==> config.mk <==
export PLATFORM = sky130hd
export DESIGN_NAME = mem_arbiter
export DESIGN_NICKNAME = d
export VERILOG_FILES = /design/src/rtl/copperv_pkg.sv /design/src/rtl/mem_arbiter.sv
export SDC_FILE = /design/constraint.sdc
export NUM_CORES = 1
export LEC_CHECK = 0
export BUFFER_PORTS_ARGS = -buffer_cell sky130_fd_sc_hd__buf_4
export CORE_MARGIN = 1.5
export CORE_UTILIZATION = 40
export DETAILED_ROUTE_END_ITERATION = 7
export PLACE_DENSITY = 0.75
export SETUP_SLACK_MARGIN = 0.5
export SKIP_CTS_REPAIR_TIMING = 1
export SLEW_MARGIN = 20
export SYNTH_ARGS = -nofsm -noshare
export SYNTH_HDL_FRONTEND = slang
export SYNTH_SLANG_ARGS = --single-unit
==> constraint.sdc <==
create_clock -name clk -period 1.3 [get_ports clk]
set_input_delay 0.26 -clock clk [delete_from_list [all_inputs] [get_ports clk]]
set_output_delay 0.26 -clock clk [all_outputs]
set_load 0.02 [all_outputs]
==> src/rtl/copperv_pkg.sv <==
// Shared types for the copperv memory side: arbiter FSM states and grant owner.
package copperv_pkg;

    typedef enum logic [1:0] {
        ARB_IDLE = 2'd0,
        ARB_REQ  = 2'd1,
        ARB_RESP = 2'd2
    } arb_state_e;

    typedef enum logic {
        arb_grant_inst = 1'b0,
        arb_grant_data = 1'b1
    } arb_grant_e;

endpackage

==> src/rtl/mem_arbiter.sv <==
// Two-master (fetch/data) arbiter onto one shared bus, one transaction in flight.
// Define MEM_ARB_ROUND_ROBIN_EN for alternating grants; default is data-over-fetch priority.
module mem_arbiter
    import copperv_pkg::*;
#(
    parameter int ADDR_WIDTH = 32,
    parameter int DATA_WIDTH = 32,
    parameter int STRB_WIDTH = DATA_WIDTH / 8
) (
    input  logic                  clk,
    input  logic                  rst,
    input  logic                  i_req_valid,
    output logic                  i_req_ready,
    input  logic [ADDR_WIDTH-1:0] i_req_addr,
    output logic                  i_resp_valid,
    output logic [DATA_WIDTH-1:0] i_resp_data,
    input  logic                  d_req_valid,
    output logic                  d_req_ready,
    input  logic [ADDR_WIDTH-1:0] d_req_addr,
    input  logic                  d_req_we,
    input  logic [DATA_WIDTH-1:0] d_req_wdata,
    input  logic [STRB_WIDTH-1:0] d_req_strb,
    output logic                  d_resp_valid,
    output logic [DATA_WIDTH-1:0] d_resp_data,
    output logic                  m_req_valid,
    input  logic                  m_req_ready,
    output logic [ADDR_WIDTH-1:0] m_req_addr,
    output logic                  m_req_we,
    output logic [DATA_WIDTH-1:0] m_req_wdata,
    output logic [STRB_WIDTH-1:0] m_req_strb,
    input  logic                  m_resp_valid,
    input  logic [DATA_WIDTH-1:0] m_resp_data
);

    // Handshakes: a requester transfer happens in the cycle its valid and ready are
    // both high (ready is a one-cycle pulse, only in ARB_IDLE); the bus request
    // transfers when m_req_valid and m_req_ready are both high; responses are
    // one-cycle valid pulses with no back-pressure.
    arb_state_e state, state_next;
    arb_grant_e grant, grant_next;
    logic       take;
    logic       data_wins;

`ifdef MEM_ARB_ROUND_ROBIN_EN
    arb_grant_e last_grant;

    always_comb data_wins = d_req_valid && (!i_req_valid || last_grant == arb_grant_inst);

    // Reset value points the next contended grant at the data side.
    always_ff @(posedge clk) begin
        if (rst)
            last_grant <= arb_grant_inst;
        else if (take)
            last_grant <= grant_next;
    end
`else
    always_comb data_wins = d_req_valid;
`endif

    always_comb begin
        state_next  = state;
        grant_next  = grant;
        take        = 1'b0;
        i_req_ready = 1'b0;
        d_req_ready = 1'b0;
        case (state)
            ARB_IDLE: begin
                if (!rst && (i_req_valid || d_req_valid)) begin
                    take        = 1'b1;
                    grant_next  = data_wins ? arb_grant_data : arb_grant_inst;
                    d_req_ready = data_wins;
                    i_req_ready = !data_wins;
                    state_next  = ARB_REQ;
                end
            end
            ARB_REQ: begin
                if (m_req_ready)
                    state_next = ARB_RESP;
            end
            ARB_RESP: begin
                if (m_resp_valid)
                    state_next = ARB_IDLE;
            end
            default: state_next = ARB_IDLE;
        endcase
    end

    assign m_req_valid = (state == ARB_REQ);

    always_ff @(posedge clk) begin
        if (rst) begin
            state        <= ARB_IDLE;
            grant        <= arb_grant_data;
            m_req_addr   <= '0;
            m_req_we     <= 1'b0;
            m_req_wdata  <= '0;
            m_req_strb   <= '0;
            i_resp_valid <= 1'b0;
            i_resp_data  <= '0;
            d_resp_valid <= 1'b0;
            d_resp_data  <= '0;
        end else begin
            state        <= state_next;
            grant        <= grant_next;
            i_resp_valid <= 1'b0;
            d_resp_valid <= 1'b0;
            if (take) begin
                if (data_wins) begin
                    m_req_addr  <= d_req_addr;
                    m_req_we    <= d_req_we;
                    m_req_wdata <= d_req_wdata;
                    m_req_strb  <= d_req_strb;
                end else begin
                    // Fetches are always reads with no byte enables.
                    m_req_addr  <= i_req_addr;
                    m_req_we    <= 1'b0;
                    m_req_wdata <= '0;
                    m_req_strb  <= '0;
                end
            end
            if (state == ARB_RESP && m_resp_valid) begin
                if (grant == arb_grant_data) begin
                    d_resp_valid <= 1'b1;
                    d_resp_data  <= m_req_we ? '0 : m_resp_data;
                end else begin
                    i_resp_valid <= 1'b1;
                    i_resp_data  <= m_resp_data;
                end
            end
        end
    end

endmodule
==> results of run 1 <==
-- layout make-up --
class	count	area [um2]	share of cell area
clock inverters	8	92.6	0.00970
repair buffers	344	3350	0.351
multi-input cells	392	2540	0.266
flip-flops and latches	138	2870	0.301
clock buffers	24	482	0.0505
well taps	172	215	0.0225
-- final timing paths --
kind / endpoint / slack, ns / depth (start not counted)
max: i_req_ready / -0.37 / 4
min: state[0]$_SDFFE_PP0P_ / 0.03 / 2
max reg2reg: i_resp_data[3]$_SDFFE_PP0P_ / -0.15 / 6
min reg2reg: i_resp_data[28]$_SDFFE_PP0P_ / 0.46 / 2
-- cell usage after synthesis, types with 6 or more instances --
cell type	count	share of area
dfxtp_1	138	0.53
buf_4	7	0.010
buf_6	6	0.013
o21ai_1	20	0.019
a21oi_1	102	0.098
clkbuf_1	25	0.018
nand2_1	134	0.097
nor2_1	8	0.0058
and3_1	32	0.038
a221o_1	32	0.062
buf_2	19	0.018
nand3b_1	32	0.046
o21ai_0	18	0.017
-- per-layer routing --
layer,vias up,share of wire
met1,2803,0.37
met4,0,0.038
met2,277,0.52
met3,71,0.071
met5,-,0
li1,2668,-
-- metrics by stage --
stage	worst slack, ns	std cells	area (um2)	hold WS [ns]	setup TNS [ns]
finish	-0.367	1078	9540	0.0338	-9.72
CTS	-0.425	1038	8100	0.0450	-2.17
global route	-0.418	1078	9540	0.0235	-14.86
detailed placement	-0.0370	1006	7530	0.448	-0.566
floorplan	0.0417	588	5300	0.368	0
global placement	-0.0231	1006	7530	0.441	-0.0231
-- power by group through the flow --
stage | clock, uW | combinational, uW | sequential, uW
after floorplan | 0 | 554 | 4830
after detailed placement | 0 | 1570 | 4630
after global routing | 4960 | 2230 | 4630
final | 4700 | 2130 | 4610
after CTS | 4730 | 1580 | 4540
after global placement | 0 | 1540 | 4620
-- registers in the layout (all words and copies together) (netlist names) --
signal / flops
d_resp_valid: 1
i_resp_data: 32
d_resp_data: 32
i_resp_valid: 1
m_req_addr: 32
state: 2
m_req_wdata: 32
grant: 1
m_req_strb: 4
m_req_we: 1
-- kinds of logic after synthesis --
logic type | synth area share
buf+inv | 0.0604
flops | 0.531
compound gates | 0.200
simple gates | 0.209
==> impl_metrics.yaml, run 1 <==
routing:
  firstDrtPassIters: 5
  drc_errors: 0
  drt-total-wl_mm: 20.7
  viasPerCell: 5.40
  ant_nets: 0
  drt_iter0_drc: 514
  routedWlPerCell_um: 19.2
  vias: 5819
power:
  pwr-share-comb: 0.186
  total_power_uw: 11400
  seqPwrFrac: 0.403
  intPower_uw: 8540
  power_switching_uw: 2900
  powerDensity_nw_per_um2: 1200
  leakage_uw: 0.00407
  ir_worst_vdd_mv: 0.922
  switching_share: 0.253
  clkPwrFrac: 0.411
global_routing:
  grt_busiest_layer: "met2"
  grt_antenna_before_repair: 0
  grt_usage: 0.227
  grt_pass1_wl_mm: 24.0
  groute.layer.met2.usage: 0.383
  grt_pass1_vias: 4971
  grt_overflow: 0
  grt_max_degree: 41
  use_met3: 0.0695
  met1_usage: 0.259
floorplanning:
  coreArea_um2: 12700
  ios: 277
  start_util: 0.410
  die-area_um2: 13700
  rows: 41
  die_w_um: 117
  die_h_um: 117
clock_tree:
  clock_latency_ns: 0.42
  cts_sinks: 138
  cts_made_buffers: 17
  cts_tree: "built"
  clkTransAtPathRegs_ns: 0.05
  clock_tree.htree_level_count: 4
  clock-root-buffer: "clkbuf_16"
  clock_path_buffers: 2
layout:
  n_antenna_cell: 0
  mostFrequentLayoutCells: "212 x buf_4, 115 x nand2_1, 106 x buf_6"
  layout-drive-gt1-share: 0.618
  layout_commonest_cell: "buf_4"
  n_fill_cell: 819
  synthToLayoutAreaGrowth_pct: 83.5
  post-route-util: 0.753
  nNetsFinal: 1032
worst_setup_path:
  r2r_start: "state[0]$_SDFFE_PP0P_"
  cp-startpoint: "state[0]$_SDFFE_PP0P_"
  cpMaxStageDelayCell: "dfxtp_4"
  arrival_ns: 1.41
  critPathTopFamily: "simple AND/OR/NAND/NOR gates"
  critPathMaxStageDelay_ns: 0.36
  critPathCaptureType: "output port"
  critPathBufInv: 2
  cp_common_cell: "buf_6"
  startpoint_type: "flip-flop"
  path_class: "flip-flop to output port"
  worstPathRequired_ns: 1.04
  crit_chain: "nor3_4 -> and3b_2 -> buf_6 -> buf_6"
  worstPathMaxFanout: 3
hold_path:
  hold_class: "input pin to flip-flop"
  hold_start: "m_req_ready"
outcome:
  violations: "setup timing"
  status: "finished, violations left"
timing:
  setup_viol: 135
  period_share: 1.28
  finClkSkew_ns: 0.0104
  slew_headroom: 0.640
  slew_violations: 0
  fmax_ghz: 0.600
  final-hold-violation-count: 0
  worst-slew-pin-transition_ns: 0.540
  rsz0062_at_grt: "yes"
  fin_crit_ns: 1.67
  setup_ws_ns: -0.367
synthesis:
  netlist_instances: 588
  synth_area_um2: 5200
  ys_warn_count: 0
  seq_area_frac_synth: 0.531
  async_reset_ff_frac: 0
  synth_edf_count: 0
  synth_fp_nets: 727
  synth_cell_types: 26
  synth-main-ff-cell: "dfxtp_1"
  ys_seq_elements: 138
  postSynthAreaPerCell_um2: 8.84
placement:
  dpl.hpwl_mm: 11.7
  gp_congestion: 0.778
  numPortBuffers: 276
run:
  cap_violations: 0
No activity file was read; power rests on OpenSTA's default activity.
==> inputs of run 2 (changes only) <==
Settings changed: CORE_UTILIZATION 40 to 30, PLACE_DENSITY 0.75 to default.
==> run 2 against run 1 <==
Against the previous run:
- the run still ends with setup timing left
- critical path depth unchanged
- cell count up 4.3%
- utilization is 19 points lower
- sequential power is 0.9% lower
- combinational power decreased by 2%
- sequential share of layout area decreased by 0.27 points
- highest routed layer unchanged
==> impl_metrics.yaml, run 2 (synthesis gave the netlist of run 1 again) <==
outcome:
  status: "finished, violations left"
  violations: "setup timing"
routing:
  viasPerCell: 4.89
  routedWlPerCell_um: 17.8
  drc_errors: 0
  ant_nets: 0
  drt_iter0_drc: 282
  drt-total-wl_mm: 20.0
  firstDrtPassIters: 4
  vias: 5499
worst_setup_path:
  critPathBufInv: 2
  crit_chain: "nor3_4 -> and3b_2 -> buf_12 -> buf_8"
  cp-startpoint: "state[0]$_SDFFE_PP0P_"
  critPathTopFamily: "simple AND/OR/NAND/NOR gates"
  worstPathMaxFanout: 5
  worst-path-stages: 4
  startpoint_type: "flip-flop"
  path_class: "flip-flop to output port"
  reg2regPathDepth: 6
  cpMaxStageDelayCell: "dfxtp_4"
  crit-reg2reg-capture: "i_resp_data[10]$_SDFFE_PP0P_"
  endpoint: "i_req_ready"
  critPathCaptureType: "output port"
  r2r_start: "state[0]$_SDFFE_PP0P_"
  worstPathRequired_ns: 1.04
  arrival_ns: 1.42
  critPathMaxStageDelay_ns: 0.36
  reg2reg_slack_ns: -0.14
global_routing:
  grt_pass1_wl_mm: 25.7
  grt_overflow: 0
  grt_antenna_before_repair: 0
  grt_pass1_vias: 4843
  grt_usage: 0.178
  grt_max_degree: 61
power:
  total_power_uw: 11900
  ir_worst_vdd_mv: 0.916
  leakage_uw: 0.00405
  powerDensity_nw_per_um2: 1260
timing:
  setup_viol: 136
  fmax_ghz: 0.596
  period_share: 1.29
  slew_violations: 0
  slew_headroom: 0.475
  fin_crit_ns: 1.68
  setup_ws_ns: -0.377
  rsz0062_at_grt: "yes"
  worst-slew-pin-transition_ns: 0.788
  hold_slack_ns: 0.0527
  final-hold-violation-count: 0
  fin_setup_tns_ns: -9.84
  finClkSkew_ns: 0.00647
placement:
  dpl.hpwl_mm: 11.4
  numPortBuffers: 276
  place_ws_ns: -0.0704
  dp.cells: 1048
  gp_congestion: 0.791
floorplanning:
  rows: 47
  start_util: 0.310
  die_w_um: 135
  die_h_um: 135
  coreArea_um2: 16800
  die-area_um2: 18100
  ios: 277
layout:
  n_antenna_cell: 0
  layout-drive-gt1-share: 0.559
  nNetsFinal: 1030
  n_fill_cell: 1509
  layout_commonest_cell: "buf_4"
  stdcell_count: 1124
  mostFrequentLayoutCells: "248 x buf_4, 124 x nand2_1, 94 x dfxtp_1"
  synthToLayoutAreaGrowth_pct: 82.2
clock_tree:
  cts_tree: "built"
  cts_sinks: 138
  clock_tree.htree_level_count: 4
  cts_made_buffers: 17
  clock-root-buffer: "clkbuf_16"
  clock_latency_ns: 0.41
  clkTransAtPathRegs_ns: 0.06
  clock_path_buffers: 2
run:
  cap_violations: 0
hold_path:
  hold_class: "input pin to flip-flop"
run 2: worst reg2reg max path: cells and delay by family (launching register included):
family | cells | cell delay (ns)
AO/OA/AOI/OAI | 1 | 0.15
buffers and inverters | 3 | 0.49
flip-flops | 1 | 0.36
AND/OR/NAND/NOR | 2 | 0.34
run 2: final cells by class:
| class | count | area, um2 | share of cell area |
|---|---|---|---|
| Timing Repair Buffer | 342 | 3250 | 0.343 |
| Tap cell | 220 | 275 | 0.0291 |
| Clock inverter | 13 | 190 | 0.0201 |
| Clock buffer | 19 | 453 | 0.0478 |
| Multi-Input combinational cell | 392 | 2480 | 0.262 |
| Sequential cell | 138 | 2830 | 0.298 |
run 2: worst min path at each step:
stage                                 startpoint                            to  slack (ns)  cells past startpoint
finish                               m_req_ready         state[0]$_SDFFE_PP0P_        0.05                      2
global route                         m_req_ready         state[0]$_SDFFE_PP0P_        0.05                      2
CTS                                  m_req_ready         state[0]$_SDFFE_PP0P_        0.03                      2
detailed placement  d_resp_data[28]$_SDFFE_PP0P_  d_resp_data[28]$_SDFFE_PP0P_        0.44                      2
global placement     d_resp_data[5]$_SDFFE_PP0P_   d_resp_data[5]$_SDFFE_PP0P_        0.44                      2
floorplan                            m_req_ready         state[0]$_SDFFE_PP0P_        0.37                      1
run 2: power breakdown:
group | leakage [uW] | internal [uW] | switching, uW
Combinational | 0.00261 | 1110 | 978
Clock | 0.000303 | 3330 | 1940
Sequential | 0.00114 | 4430 | 138
run 2: per-layer routing:
layer | vias to the layer above | global-route usage | wire length, um
met5 | - | 0 | 0
met4 | 0 | 0.0675 | 419
met3 | 28 | 0.0544 | 1060
met2 | 175 | 0.285 | 9940
met1 | 2625 | 0.226 | 8530
li1 | 2671 | - | -
run 2: per-stage QoR:
step / utilization / area [um2]
after floorplan: - / 5300
after global placement: 0.453 / 7590
after detailed placement: 0.453 / 7590
after CTS: 0.491 / 8230
after global routing: 0.565 / 9480
final: 0.565 / 9480
==> inputs of run 3 (changes only) <==
Settings changed: PLACE_DENSITY from default to 0.71.
==> run 3 against run 2 <==
Against the previous run:
- the flow still finishes with violations (setup timing)
- largest cell class unchanged
- register-to-register slack worse by 0.20 ns
- clock power grew 10%
- non-clock buffer count up 23
- power increased by 5.3%
- clock skew grew 0.0018 ns
- clock-buffer cell count grew 2
- cell count up 2.0%
- first-iteration DRC count decreased by 23%
- largest power group unchanged
- sequential share of layout area down 2.0 points
- utilization increased by 5.8 points
==> impl_metrics.yaml, run 3 (synthesis gave the netlist of run 1 again) <==
floorplanning:
  rows: 47
  die-area_um2: 18100
  die_w_um: 135
  ios: 277
  die_h_um: 135
  start_util: 0.310
  coreArea_um2: 16800
clock_tree:
  cts_sinks: 138
  cts_made_buffers: 17
  clock_latency_ns: 0.42
  clock-root-buffer: "clkbuf_16"
  clkTransAtPathRegs_ns: 0.06
  cts_tree: "built"
  clock_tree.htree_level_count: 4
  clock_path_buffers: 2
global_routing:
  grt_max_degree: 70
  grt_overflow: 0
  grt_pass1_wl_mm: 25.4
  grt_antenna_before_repair: 0
  grt_pass1_vias: 4885
  grt_usage: 0.176
power:
  power_switching_uw: 3070
  switching_share: 0.244
  ir_worst_vdd_mv: 0.862
  powerDensity_nw_per_um2: 1200
  seqPwrFrac: 0.367
  pwr-share-comb: 0.171
  intPower_uw: 9490
  leakage_uw: 0.00452
  clkPwrFrac: 0.462
timing:
  fmax_ghz: 0.596
  setup_ws_ns: -0.379
  worst-slew-pin-transition_ns: 0.552
  rsz0062_at_grt: "yes"
  slew_headroom: 0.632
  period_share: 1.29
  fin_crit_ns: 1.68
  setup_viol: 133
  finClkSkew_ns: 0.00829
  fin_setup_tns_ns: -17.86
  slew_violations: 0
  hold_slack_ns: 0.0632
  final-hold-violation-count: 0
layout:
  design_area_um2: 10400
  mostFrequentLayoutCells: "206 x buf_4, 130 x buf_6, 109 x dfxtp_2"
  n_antenna_cell: 0
  n_fill_cell: 1326
  layout-drive-gt1-share: 0.721
  synthToLayoutAreaGrowth_pct: 101
  nNetsFinal: 1053
  layout_commonest_cell: "buf_4"
  stdcell_count: 1147
routing:
  firstDrtPassIters: 5
  viasPerCell: 5.03
  vias: 5767
  drt_iter0_drc: 217
  routedWlPerCell_um: 18.5
  drc_errors: 0
  drt-total-wl_mm: 21.2
  ant_nets: 0
outcome:
  violations: "setup timing"
  status: "finished, violations left"
placement:
  dp.cells: 1054
  gp_congestion: 0.773
  dpl.hpwl_mm: 11.3
  place_area_um2: 7650
  numPortBuffers: 276
run:
  cap_violations: 0
worst_setup_path:
  crit_chain: "nor3_4 -> and3b_2 -> buf_12 -> buf_6"
  startpoint_type: "flip-flop"
  reg2reg_slack_ns: -0.34
  worstPathMaxFanout: 8
  critPathMaxStageDelay_ns: 0.34
  path_class: "flip-flop to output port"
  cpMaxStageDelayCell: "dfxtp_2"
  worstPathRequired_ns: 1.04
  critPathCaptureType: "output port"
  arrival_ns: 1.42
hold_path:
  hold_class: "input pin to flip-flop"
run 3: cell count changes in the layout (fill, tap and decap cells not counted), sizes merged:
cell	previous run	this run
buf	328	354
bufinv	4	7
clkinvlp	4	1
inv	3	0
clkbuf	33	32
clkinv	2	3
run 3: per-layer routing:
layer  part of all wire  routed length, um  track usage  vias up
met3              0.077               1640       0.0593       40
met4              0.022                473       0.0550        0
met1               0.40               8460        0.219     2776
li1                   -                  -            -     2717
met5                  0                  0            0        -
met2               0.50              10600        0.289      234
run 3: layout make-up:
cell class / count / area [um2] / share of cell area
tap: 220 / 275 / 0.0264
timing repair buffer: 365 / 3630 / 0.348
multi-input combinational: 392 / 2930 / 0.281
sequential: 138 / 2910 / 0.278
clock buffer: 21 / 460 / 0.0441
clock inverter: 11 / 240 / 0.0230
run 3: stage by stage:
stage | setup slack (ns) | total power, uW | util
finish | -0.379 | 12600 | 0.623
global route | -0.438 | 12900 | 0.623
CTS | -0.501 | 12000 | 0.498
detailed placement | -0.0506 | 6240 | 0.456
global placement | -0.0305 | 6230 | 0.456
floorplan | 0.0417 | 5390 | -
run 3: worst paths after layout:
kind                               start                           end  depth (start not counted)
max reg2reg        state[0]$_SDFFE_PP0P_  i_resp_data[17]$_SDFFE_PP0P_                          7
min reg2reg  i_resp_data[2]$_SDFFE_PP0P_   i_resp_data[2]$_SDFFE_PP0P_                          2
max                state[1]$_SDFFE_PP0P_                   i_req_ready                          4
min                       i_req_addr[20]   m_req_addr[20]$_SDFFE_PP0P_                          2
run 3: power by group through the flow:
stage                     sequential [uW]  combinational, uW  clock [uW]
after floorplan                      4830                554           0
after global placement               4620               1610           0
after detailed placement             4620               1620           0
after CTS                            4530               1620        5850
after global routing                 4630               2260        6050
final                                4610               2150        5800
run 3: worst max-delay path: cells and delay by family, from the launching register on:
family	cells	cell delay, ns
flops	1	0.34
simple gates	2	0.42
buf+inv	2	0.24
